File: src/rtl/xadc_drp_arbiter_if.sv
// ---------------------------------------------------------------------------------------------
// xadc_drp_arbiter_if
//
// Bundles every signal the DRP arbiter exchanges with the outside world, except clock and reset.
//   Requester 0/1 : reqN, weN, addrN, wdataN (to arbiter); ackN, errN, rdataN (from arbiter)
//   XADC DRP      : DADDR, DEN, DWE, DI (to XADC); DO, DRDY (from XADC)
//   Status        : busy, grant, timeout_flag (from arbiter)
// Modports:
//   slave  - the arbiter's view
//   master - the environment's view (requesters plus the XADC primitive)
// ---------------------------------------------------------------------------------------------
interface xadc_drp_arbiter_if #(
    parameter int unsigned ADDR_WIDTH = 7,
    parameter int unsigned DATA_WIDTH = 16
);
    // Requester 0 (channel poller)
    logic                  req0;
    logic                  we0;
    logic [ADDR_WIDTH-1:0] addr0;
    logic [DATA_WIDTH-1:0] wdata0;
    logic                  ack0;
    logic                  err0;
    logic [DATA_WIDTH-1:0] rdata0;

    // Requester 1 (AXI host path)
    logic                  req1;
    logic                  we1;
    logic [ADDR_WIDTH-1:0] addr1;
    logic [DATA_WIDTH-1:0] wdata1;
    logic                  ack1;
    logic                  err1;
    logic [DATA_WIDTH-1:0] rdata1;

    // XADC DRP
    logic [ADDR_WIDTH-1:0] DADDR;
    logic                  DEN;
    logic                  DWE;
    logic [DATA_WIDTH-1:0] DI;
    logic [DATA_WIDTH-1:0] DO;
    logic                  DRDY;

    // Status
    logic                  busy;
    logic [1:0]            grant;
    logic                  timeout_flag;

    modport slave (
        input  req0, we0, addr0, wdata0,
        input  req1, we1, addr1, wdata1,
        input  DO, DRDY,
        output ack0, err0, rdata0,
        output ack1, err1, rdata1,
        output DADDR, DEN, DWE, DI,
        output busy, grant, timeout_flag
    );

    modport master (
        output req0, we0, addr0, wdata0,
        output req1, we1, addr1, wdata1,
        output DO, DRDY,
        input  ack0, err0, rdata0,
        input  ack1, err1, rdata1,
        input  DADDR, DEN, DWE, DI,
        input  busy, grant, timeout_flag
    );
endinterface

File: src/rtl/xadc_drp_arbiter.sv
// ---------------------------------------------------------------------------------------------
// xadc_drp_arbiter
//
// Shares the single XADC DRP between two requesters (0 = channel poller, 1 = AXI host path).
// One DRP read or write is sequenced at a time (IDLE -> ISSUE -> WAIT -> DONE), ties are broken
// round-robin, and a DRDY timeout bounds how long a hung XADC can hold the port.
//
// Ports:
//   clk    - DRP/AXI clock, rising edge
//   rst    - asynchronous active-high reset
//   arb_io - slave modport of xadc_drp_arbiter_if (requester handshakes, DRP pins, status)
// ---------------------------------------------------------------------------------------------
module xadc_drp_arbiter #(
    parameter int unsigned ADDR_WIDTH     = 7,
    parameter int unsigned DATA_WIDTH     = 16,
    parameter int unsigned TIMEOUT_CYCLES = 255
) (
    input logic                 clk,
    input logic                 rst,
    xadc_drp_arbiter_if.slave   arb_io
);

    // Last WAIT cycle count before the transaction is abandoned.
    localparam logic [15:0] TimeoutLast = 16'(TIMEOUT_CYCLES - 1);

    typedef enum logic [1:0] {StIdle, StIssue, StWait, StDone} state_e;

    state_e                state_q, state_d;
    logic [1:0]            grant_q, grant_d;
    logic                  last_grant_q, last_grant_d;  // index of the previous winner
    logic [ADDR_WIDTH-1:0] daddr_q, daddr_d;
    logic [DATA_WIDTH-1:0] di_q, di_d;
    logic                  dwe_q, dwe_d;
    logic [15:0]           cnt_q, cnt_d;
    logic                  err_q, err_d;
    logic                  tflag_q, tflag_d;
    logic [DATA_WIDTH-1:0] rdata0_q, rdata0_d;
    logic [DATA_WIDTH-1:0] rdata1_q, rdata1_d;

    logic any_req;
    logic win1;
    logic timeout_hit;

    assign any_req     = arb_io.req0 | arb_io.req1;
    // On a tie the requester that did not win last time takes the port.
    assign win1        = arb_io.req1 & (~arb_io.req0 | ~last_grant_q);
    assign timeout_hit = (cnt_q == TimeoutLast);

    // -----------------------------------------------------------------------------------------
    // State register
    // -----------------------------------------------------------------------------------------
    always_ff @(posedge clk or posedge rst) begin
        if (rst) begin
            state_q <= StIdle;
        end else begin
            state_q <= state_d;
        end
    end

    // -----------------------------------------------------------------------------------------
    // Next-state logic
    // -----------------------------------------------------------------------------------------
    always_comb begin
        state_d = state_q;
        unique case (state_q)
            StIdle:  if (any_req) state_d = StIssue;
            StIssue: state_d = StWait;
            StWait:  if (arb_io.DRDY || timeout_hit) state_d = StDone;
            StDone:  state_d = StIdle;
            default: state_d = StIdle;
        endcase
    end

    // -----------------------------------------------------------------------------------------
    // Datapath next-state
    // -----------------------------------------------------------------------------------------
    always_comb begin
        grant_d      = grant_q;
        last_grant_d = last_grant_q;
        daddr_d      = daddr_q;
        di_d         = di_q;
        dwe_d        = dwe_q;
        cnt_d        = cnt_q;
        err_d        = err_q;
        tflag_d      = tflag_q;
        rdata0_d     = rdata0_q;
        rdata1_d     = rdata1_q;
        unique case (state_q)
            StIdle: begin
                if (any_req) begin
                    grant_d      = win1 ? 2'b10 : 2'b01;
                    last_grant_d = win1;
                    daddr_d      = win1 ? arb_io.addr1  : arb_io.addr0;
                    di_d         = win1 ? arb_io.wdata1 : arb_io.wdata0;
                    dwe_d        = win1 ? arb_io.we1    : arb_io.we0;
                end
            end
            StWait: begin
                cnt_d = cnt_q + 16'd1;
                // DRDY takes priority over a timeout landing in the same cycle.
                if (arb_io.DRDY) begin
                    err_d = 1'b0;
                    if (!dwe_q) begin
                        if (grant_q[1]) rdata1_d = arb_io.DO;
                        else            rdata0_d = arb_io.DO;
                    end
                end else if (timeout_hit) begin
                    err_d   = 1'b1;
                    tflag_d = 1'b1;
                    if (grant_q[1]) rdata1_d = '1;
                    else            rdata0_d = '1;
                end
            end
            StDone: begin
                cnt_d = '0;
                err_d = 1'b0;
            end
            default: ;
        endcase
    end

    always_ff @(posedge clk or posedge rst) begin
        if (rst) begin
            grant_q      <= 2'b00;
            last_grant_q <= 1'b1;
            daddr_q      <= '0;
            di_q         <= '0;
            dwe_q        <= 1'b0;
            cnt_q        <= '0;
            err_q        <= 1'b0;
            tflag_q      <= 1'b0;
            rdata0_q     <= '0;
            rdata1_q     <= '0;
        end else begin
            grant_q      <= grant_d;
            last_grant_q <= last_grant_d;
            daddr_q      <= daddr_d;
            di_q         <= di_d;
            dwe_q        <= dwe_d;
            cnt_q        <= cnt_d;
            err_q        <= err_d;
            tflag_q      <= tflag_d;
            rdata0_q     <= rdata0_d;
            rdata1_q     <= rdata1_d;
        end
    end

    // -----------------------------------------------------------------------------------------
    // Outputs: decoded from the state register so reset clears strobes without a clock edge
    // -----------------------------------------------------------------------------------------
    always_comb begin
        arb_io.DEN          = 1'b0;
        arb_io.DWE          = 1'b0;
        arb_io.busy         = 1'b1;
        arb_io.grant        = grant_q;
        arb_io.ack0         = 1'b0;
        arb_io.ack1         = 1'b0;
        arb_io.err0         = 1'b0;
        arb_io.err1         = 1'b0;
        arb_io.DADDR        = daddr_q;
        arb_io.DI           = di_q;
        arb_io.rdata0       = rdata0_q;
        arb_io.rdata1       = rdata1_q;
        arb_io.timeout_flag = tflag_q;
        unique case (state_q)
            StIdle: begin
                arb_io.busy  = 1'b0;
                arb_io.grant = 2'b00;
            end
            StIssue: begin
                arb_io.DEN = 1'b1;
                arb_io.DWE = dwe_q;
            end
            StDone: begin
                arb_io.ack0 = grant_q[0];
                arb_io.ack1 = grant_q[1];
                arb_io.err0 = grant_q[0] & err_q;
                arb_io.err1 = grant_q[1] & err_q;
            end
            default: ;
        endcase
    end

endmodule
File: src/flat_wrapper.sv
// flat-port wrapper written by rule: the top's interface ports become plain ports
module xadc_drp_arbiter_flat 
#(
    parameter int unsigned ADDR_WIDTH     = 7,
    parameter int unsigned DATA_WIDTH     = 16,
    parameter int unsigned TIMEOUT_CYCLES = 255
)
  (clk, rst, arb_io_req0, arb_io_we0, arb_io_addr0, arb_io_wdata0, arb_io_req1, arb_io_we1, arb_io_addr1, arb_io_wdata1, arb_io_DO, arb_io_DRDY, arb_io_ack0, arb_io_err0, arb_io_rdata0, arb_io_ack1, arb_io_err1, arb_io_rdata1, arb_io_DADDR, arb_io_DEN, arb_io_DWE, arb_io_DI, arb_io_busy, arb_io_grant, arb_io_timeout_flag);
  xadc_drp_arbiter_if #(.ADDR_WIDTH(ADDR_WIDTH), .DATA_WIDTH(DATA_WIDTH)) arb_io_i ();
  input logic clk;
  input logic rst;
  input wire logic [$bits(arb_io_i.req0)-1:0] arb_io_req0;
  input wire logic [$bits(arb_io_i.we0)-1:0] arb_io_we0;
  input wire logic [$bits(arb_io_i.addr0)-1:0] arb_io_addr0;
  input wire logic [$bits(arb_io_i.wdata0)-1:0] arb_io_wdata0;
  input wire logic [$bits(arb_io_i.req1)-1:0] arb_io_req1;
  input wire logic [$bits(arb_io_i.we1)-1:0] arb_io_we1;
  input wire logic [$bits(arb_io_i.addr1)-1:0] arb_io_addr1;
  input wire logic [$bits(arb_io_i.wdata1)-1:0] arb_io_wdata1;
  input wire logic [$bits(arb_io_i.DO)-1:0] arb_io_DO;
  input wire logic [$bits(arb_io_i.DRDY)-1:0] arb_io_DRDY;
  output wire logic [$bits(arb_io_i.ack0)-1:0] arb_io_ack0;
  output wire logic [$bits(arb_io_i.err0)-1:0] arb_io_err0;
  output wire logic [$bits(arb_io_i.rdata0)-1:0] arb_io_rdata0;
  output wire logic [$bits(arb_io_i.ack1)-1:0] arb_io_ack1;
  output wire logic [$bits(arb_io_i.err1)-1:0] arb_io_err1;
  output wire logic [$bits(arb_io_i.rdata1)-1:0] arb_io_rdata1;
  output wire logic [$bits(arb_io_i.DADDR)-1:0] arb_io_DADDR;
  output wire logic [$bits(arb_io_i.DEN)-1:0] arb_io_DEN;
  output wire logic [$bits(arb_io_i.DWE)-1:0] arb_io_DWE;
  output wire logic [$bits(arb_io_i.DI)-1:0] arb_io_DI;
  output wire logic [$bits(arb_io_i.busy)-1:0] arb_io_busy;
  output wire logic [$bits(arb_io_i.grant)-1:0] arb_io_grant;
  output wire logic [$bits(arb_io_i.timeout_flag)-1:0] arb_io_timeout_flag;
  assign arb_io_i.req0 = arb_io_req0;
  assign arb_io_i.we0 = arb_io_we0;
  assign arb_io_i.addr0 = arb_io_addr0;
  assign arb_io_i.wdata0 = arb_io_wdata0;
  assign arb_io_i.req1 = arb_io_req1;
  assign arb_io_i.we1 = arb_io_we1;
  assign arb_io_i.addr1 = arb_io_addr1;
  assign arb_io_i.wdata1 = arb_io_wdata1;
  assign arb_io_i.DO = arb_io_DO;
  assign arb_io_i.DRDY = arb_io_DRDY;
  assign arb_io_ack0 = arb_io_i.ack0;
  assign arb_io_err0 = arb_io_i.err0;
  assign arb_io_rdata0 = arb_io_i.rdata0;
  assign arb_io_ack1 = arb_io_i.ack1;
  assign arb_io_err1 = arb_io_i.err1;
  assign arb_io_rdata1 = arb_io_i.rdata1;
  assign arb_io_DADDR = arb_io_i.DADDR;
  assign arb_io_DEN = arb_io_i.DEN;
  assign arb_io_DWE = arb_io_i.DWE;
  assign arb_io_DI = arb_io_i.DI;
  assign arb_io_busy = arb_io_i.busy;
  assign arb_io_grant = arb_io_i.grant;
  assign arb_io_timeout_flag = arb_io_i.timeout_flag;
  xadc_drp_arbiter #(.ADDR_WIDTH(ADDR_WIDTH), .DATA_WIDTH(DATA_WIDTH), .TIMEOUT_CYCLES(TIMEOUT_CYCLES)) u_core (.clk(clk), .rst(rst), .arb_io(arb_io_i));
endmodule
File: config.mk
export PLATFORM = sky130hd
export DESIGN_NAME = xadc_drp_arbiter_flat
export DESIGN_NICKNAME = d
export VERILOG_FILES = /design/src/rtl/xadc_drp_arbiter_if.sv /design/src/rtl/xadc_drp_arbiter.sv /design/src/flat_wrapper.sv
export SDC_FILE = /design/constraint.sdc
export NUM_CORES = 1
export LEC_CHECK = 0
export BUFFER_PORTS_ARGS = -buffer_cell sky130_fd_sc_hd__buf_2
export CORE_MARGIN = 3
export CORE_UTILIZATION = 44
export CTS_CLUSTER_DIAMETER = 50
export DETAILED_ROUTE_END_ITERATION = 8
export PLACE_DENSITY = 0.82
export RECOVER_POWER = 100
export SYNTH_ARGS = -nofsm -noshare
export SYNTH_HDL_FRONTEND = slang
export SYNTH_SLANG_ARGS = --single-unit
File: constraint.sdc
create_clock -name clk -period 3.5 [get_ports clk]
set_input_delay 1.05 -clock clk [delete_from_list [all_inputs] [get_ports clk]]
set_output_delay 1.05 -clock clk [all_outputs]
set_load 0.01 [all_outputs]
==> reports/results.ini <==
[power_and_ir_drop]
comb_power_share=0.367
clkPwrFrac=0.193
p_sw_frac=0.385
power.total_mw=3.44
ir_worst_vdd_v=0.000462
powerDensity_mw_per_mm2=790
p_switching_mw=1.33
power.leakage_nw=1.97
p_int_mw=2.12
seq_power_share=0.440

[clock_tree]
cts_resized=0
hold_buffers=0
numCtsBuffers=9
cts_setup_buffers=0
cts_sinks=79
cts-root-buf=clkbuf_8
clock_latency_ns=0.34
clkTransAtPathRegs_ns=0.08
clockBufferDepth=2
htree_levels=3
cts_tree=built

[layout]
drive_gt1_frac=0.209
antennaDiodeCount=0
finish.instance_area_mm2=0.00436
final_nets=521
fillers=671
multi_input_area_mm2=0.00141
final_common_cell=dfrtp_1
fin_util=0.582
area_growth_pct=24.7
mostFrequentLayoutCells=dfrtp_1, buf_2, clkbuf_1
seq_area_mm2=0.00198

[outcome]
status=complete, no violations

[critical_path]
worstSetupPathType=reg2reg
timing.rr.end=u_core.arb_io.rdata1[8]$_DFFE_PP0P_
cp.arrival_ns=2.83
worstReg2RegStart=u_core.cnt_q[8]$_DFFE_PP0P_
required_ns=3.77
crit_path_start_kind=register
reg2reg_slack_ns=0.94
r2r_cells=4
crit_fanout=16
endpoint_kind=register

[synth]
syn-cell-area_mm2=0.00350
synth_top_area_frac=0.558
yosysSeqAreaShare=0.566
synth-edff-count=0
async_flop_share=1.00
synth_top_cell_by_area=dfrtp_1
ys_warn_count=0
syn_inst=311
synth_area_leaders=dfrtp_1, o22a_1, mux2i_1, o21ai_0, nand2_1
ys.flop_type=dfrtp_1
synth-seq-cells=79
syn-num-nets=387
synth_cell_types=43
avgSynthCellArea_um2=11.2

[sta]
grt_setup_unrepaired=false
timing.final.crit_share=0.732
fin_crit_ns=2.56
slew_headroom=0.126
fin_skew_ns=0.00912
worst_pin_slew_ns=1.31
layout_setup_ws_ns=0.938
finalSetupViolations=0
fmax_mhz=390
setup_tns_ns=0
hold_viol=0
slew_viol_final=0

[detailed_routing]
dr.first_iter.drc_count=123
drtPass1Iterations=4
wl_um=8320
vias_per_cell=5.21
drt_drc_violations_left=0
final_antenna_net_count=0
wl_per_cell_um=15.2
vias=2861

[placement]
placed_cell_area_mm2=0.00428
dp_hpwl_um=6170
post-place-ws_ns=0.879
place_congestion=0.777
io_buffers=133

[hold_path]
hold_path_end=u_core.arb_io.timeout_flag$_DFFE_PP0P_
hp-start=u_core.arb_io.timeout_flag$_DFFE_PP0P_
hold_class=reg2reg
worstHoldPathCells=1

[global_route]
antenna_found_initial=0
grt.total_usage=0.193
grt-ovfl-total=0
grt_pass1_vias=2873
grt_pass1_wl_um=13600
grt_start_max_net_pins=48

[floorplan]
die_area_mm2=0.00905
initial_core_util=0.467
die_h_um=95.1
row_count=31
io_pins=134
coreArea_mm2=0.00749
die_x_um=95.1

[run]
cap_violations=0

==> final cells by class <==
class,instances,area share
clock buffers,9,0.0284
clock inverters,7,0.0166
inverters,8,0.00689
multi-input cells,207,0.323
flip-flops and latches,79,0.454
well taps,99,0.0284
repair buffers,140,0.142
==> power by group through the flow <==
stage / Clock (mW) / Combinational (mW) / Sequential [mW]
floorplan: 0 / 0.673 / 1.64
global placement: 0 / 1.34 / 1.51
detailed placement: 0 / 1.40 / 1.51
CTS: 0.682 / 1.39 / 1.50
global route: 0.724 / 1.43 / 1.55
finish: 0.664 / 1.27 / 1.52
==> metal layers <==
metal  track usage  routed length (um)  vias up
met1         0.247                3510     1357
met2         0.321                4100      113
met5             0                   0        -
li1              -                   -     1384
met3        0.0505                 623        7
met4        0.0613                  90        0
==> worst max path at each step <==
stage | slack, ns | depth (start not counted) | startpoint | end
after floorplan | 0.43 | 1 | rst | u_core.arb_io.DADDR[0]$_DFFE_PP0P_
after global placement | 1.01 | 5 | arb_io_req1 | u_core.arb_io.DADDR[4]$_DFFE_PP0P_
after detailed placement | 0.88 | 5 | arb_io_req1 | u_core.arb_io.DADDR[2]$_DFFE_PP0P_
after CTS | 0.95 | 4 | u_core.state_q[0]$_DFFE_PP0P_ | arb_io_busy
after global routing | 0.74 | 3 | rst | u_core.arb_io.rdata0[6]$_DFFE_PP0P_
final | 0.94 | 4 | u_core.cnt_q[8]$_DFFE_PP0P_ | u_core.arb_io.rdata1[8]$_DFFE_PP0P_
==> per-stage QoR <==
stage / cells / hold WS [ns]
after detailed placement: 533 / 0.460
after CTS: 549 / 0.479
final: 549 / 0.481
after floorplan: 311 / 0.486
after global routing: 549 / 0.494
after global placement: 533 / 0.444
==> logic make-up (layout without fill, tap and decap cells) <==
kind of cell,after synthesis,count (layout),share of synthesized area
buffers and inverters,25,164,0.0297
adders and majority gates,7,7,0.0251
muxes,26,26,0.0748
and+or+nand+nor,82,82,0.113
DFF,79,79,0.566
AOI/OAI and AO/OA,81,81,0.164
xor gates and xnor gates,11,11,0.0276
==> registers in the layout, indices dropped and copies added, names as in the netlist <==
name                        flops
u_core.arb_io.timeout_flag      1
u_core.dwe_q                    1
u_core.grant_q                  2
u_core.cnt_q                   16
u_core.arb_io.DI               16
u_core.arb_io.rdata1           16
u_core.arb_io.DADDR             7
u_core.arb_io.rdata0           16
u_core.state_q                  2
u_core.err_q                    1
u_core.last_grant_q             1
==> worst max-delay path: stages (launching register included) <==
cell and delay [ns]:
dfrtp_1 0.45, or4_1 0.60, nor4_1 0.57, o21a_1 0.62, o22a_1 0.25
==> Yosys cell counts (2+ instances only) <==
cell type / number
a21oi_1: 6
inv_1: 8
nor4_1: 4
mux2i_1: 25
or3_1: 3
o22a_1: 32
xnor2_1: 8
dfrtp_1: 78
or4_4: 2
clkbuf_1: 12
nor3_1: 4
nor2_1: 18
o211ai_1: 2
nand2_1: 34
nand4_1: 4
ha_1: 7
o21ai_0: 27
o21a_2: 2
buf_4: 2
xor2_1: 3
nand3_1: 2
and3_1: 3
a22o_1: 2
and2_1: 3
buf_2: 2
(Power assumes the default switching activity.)
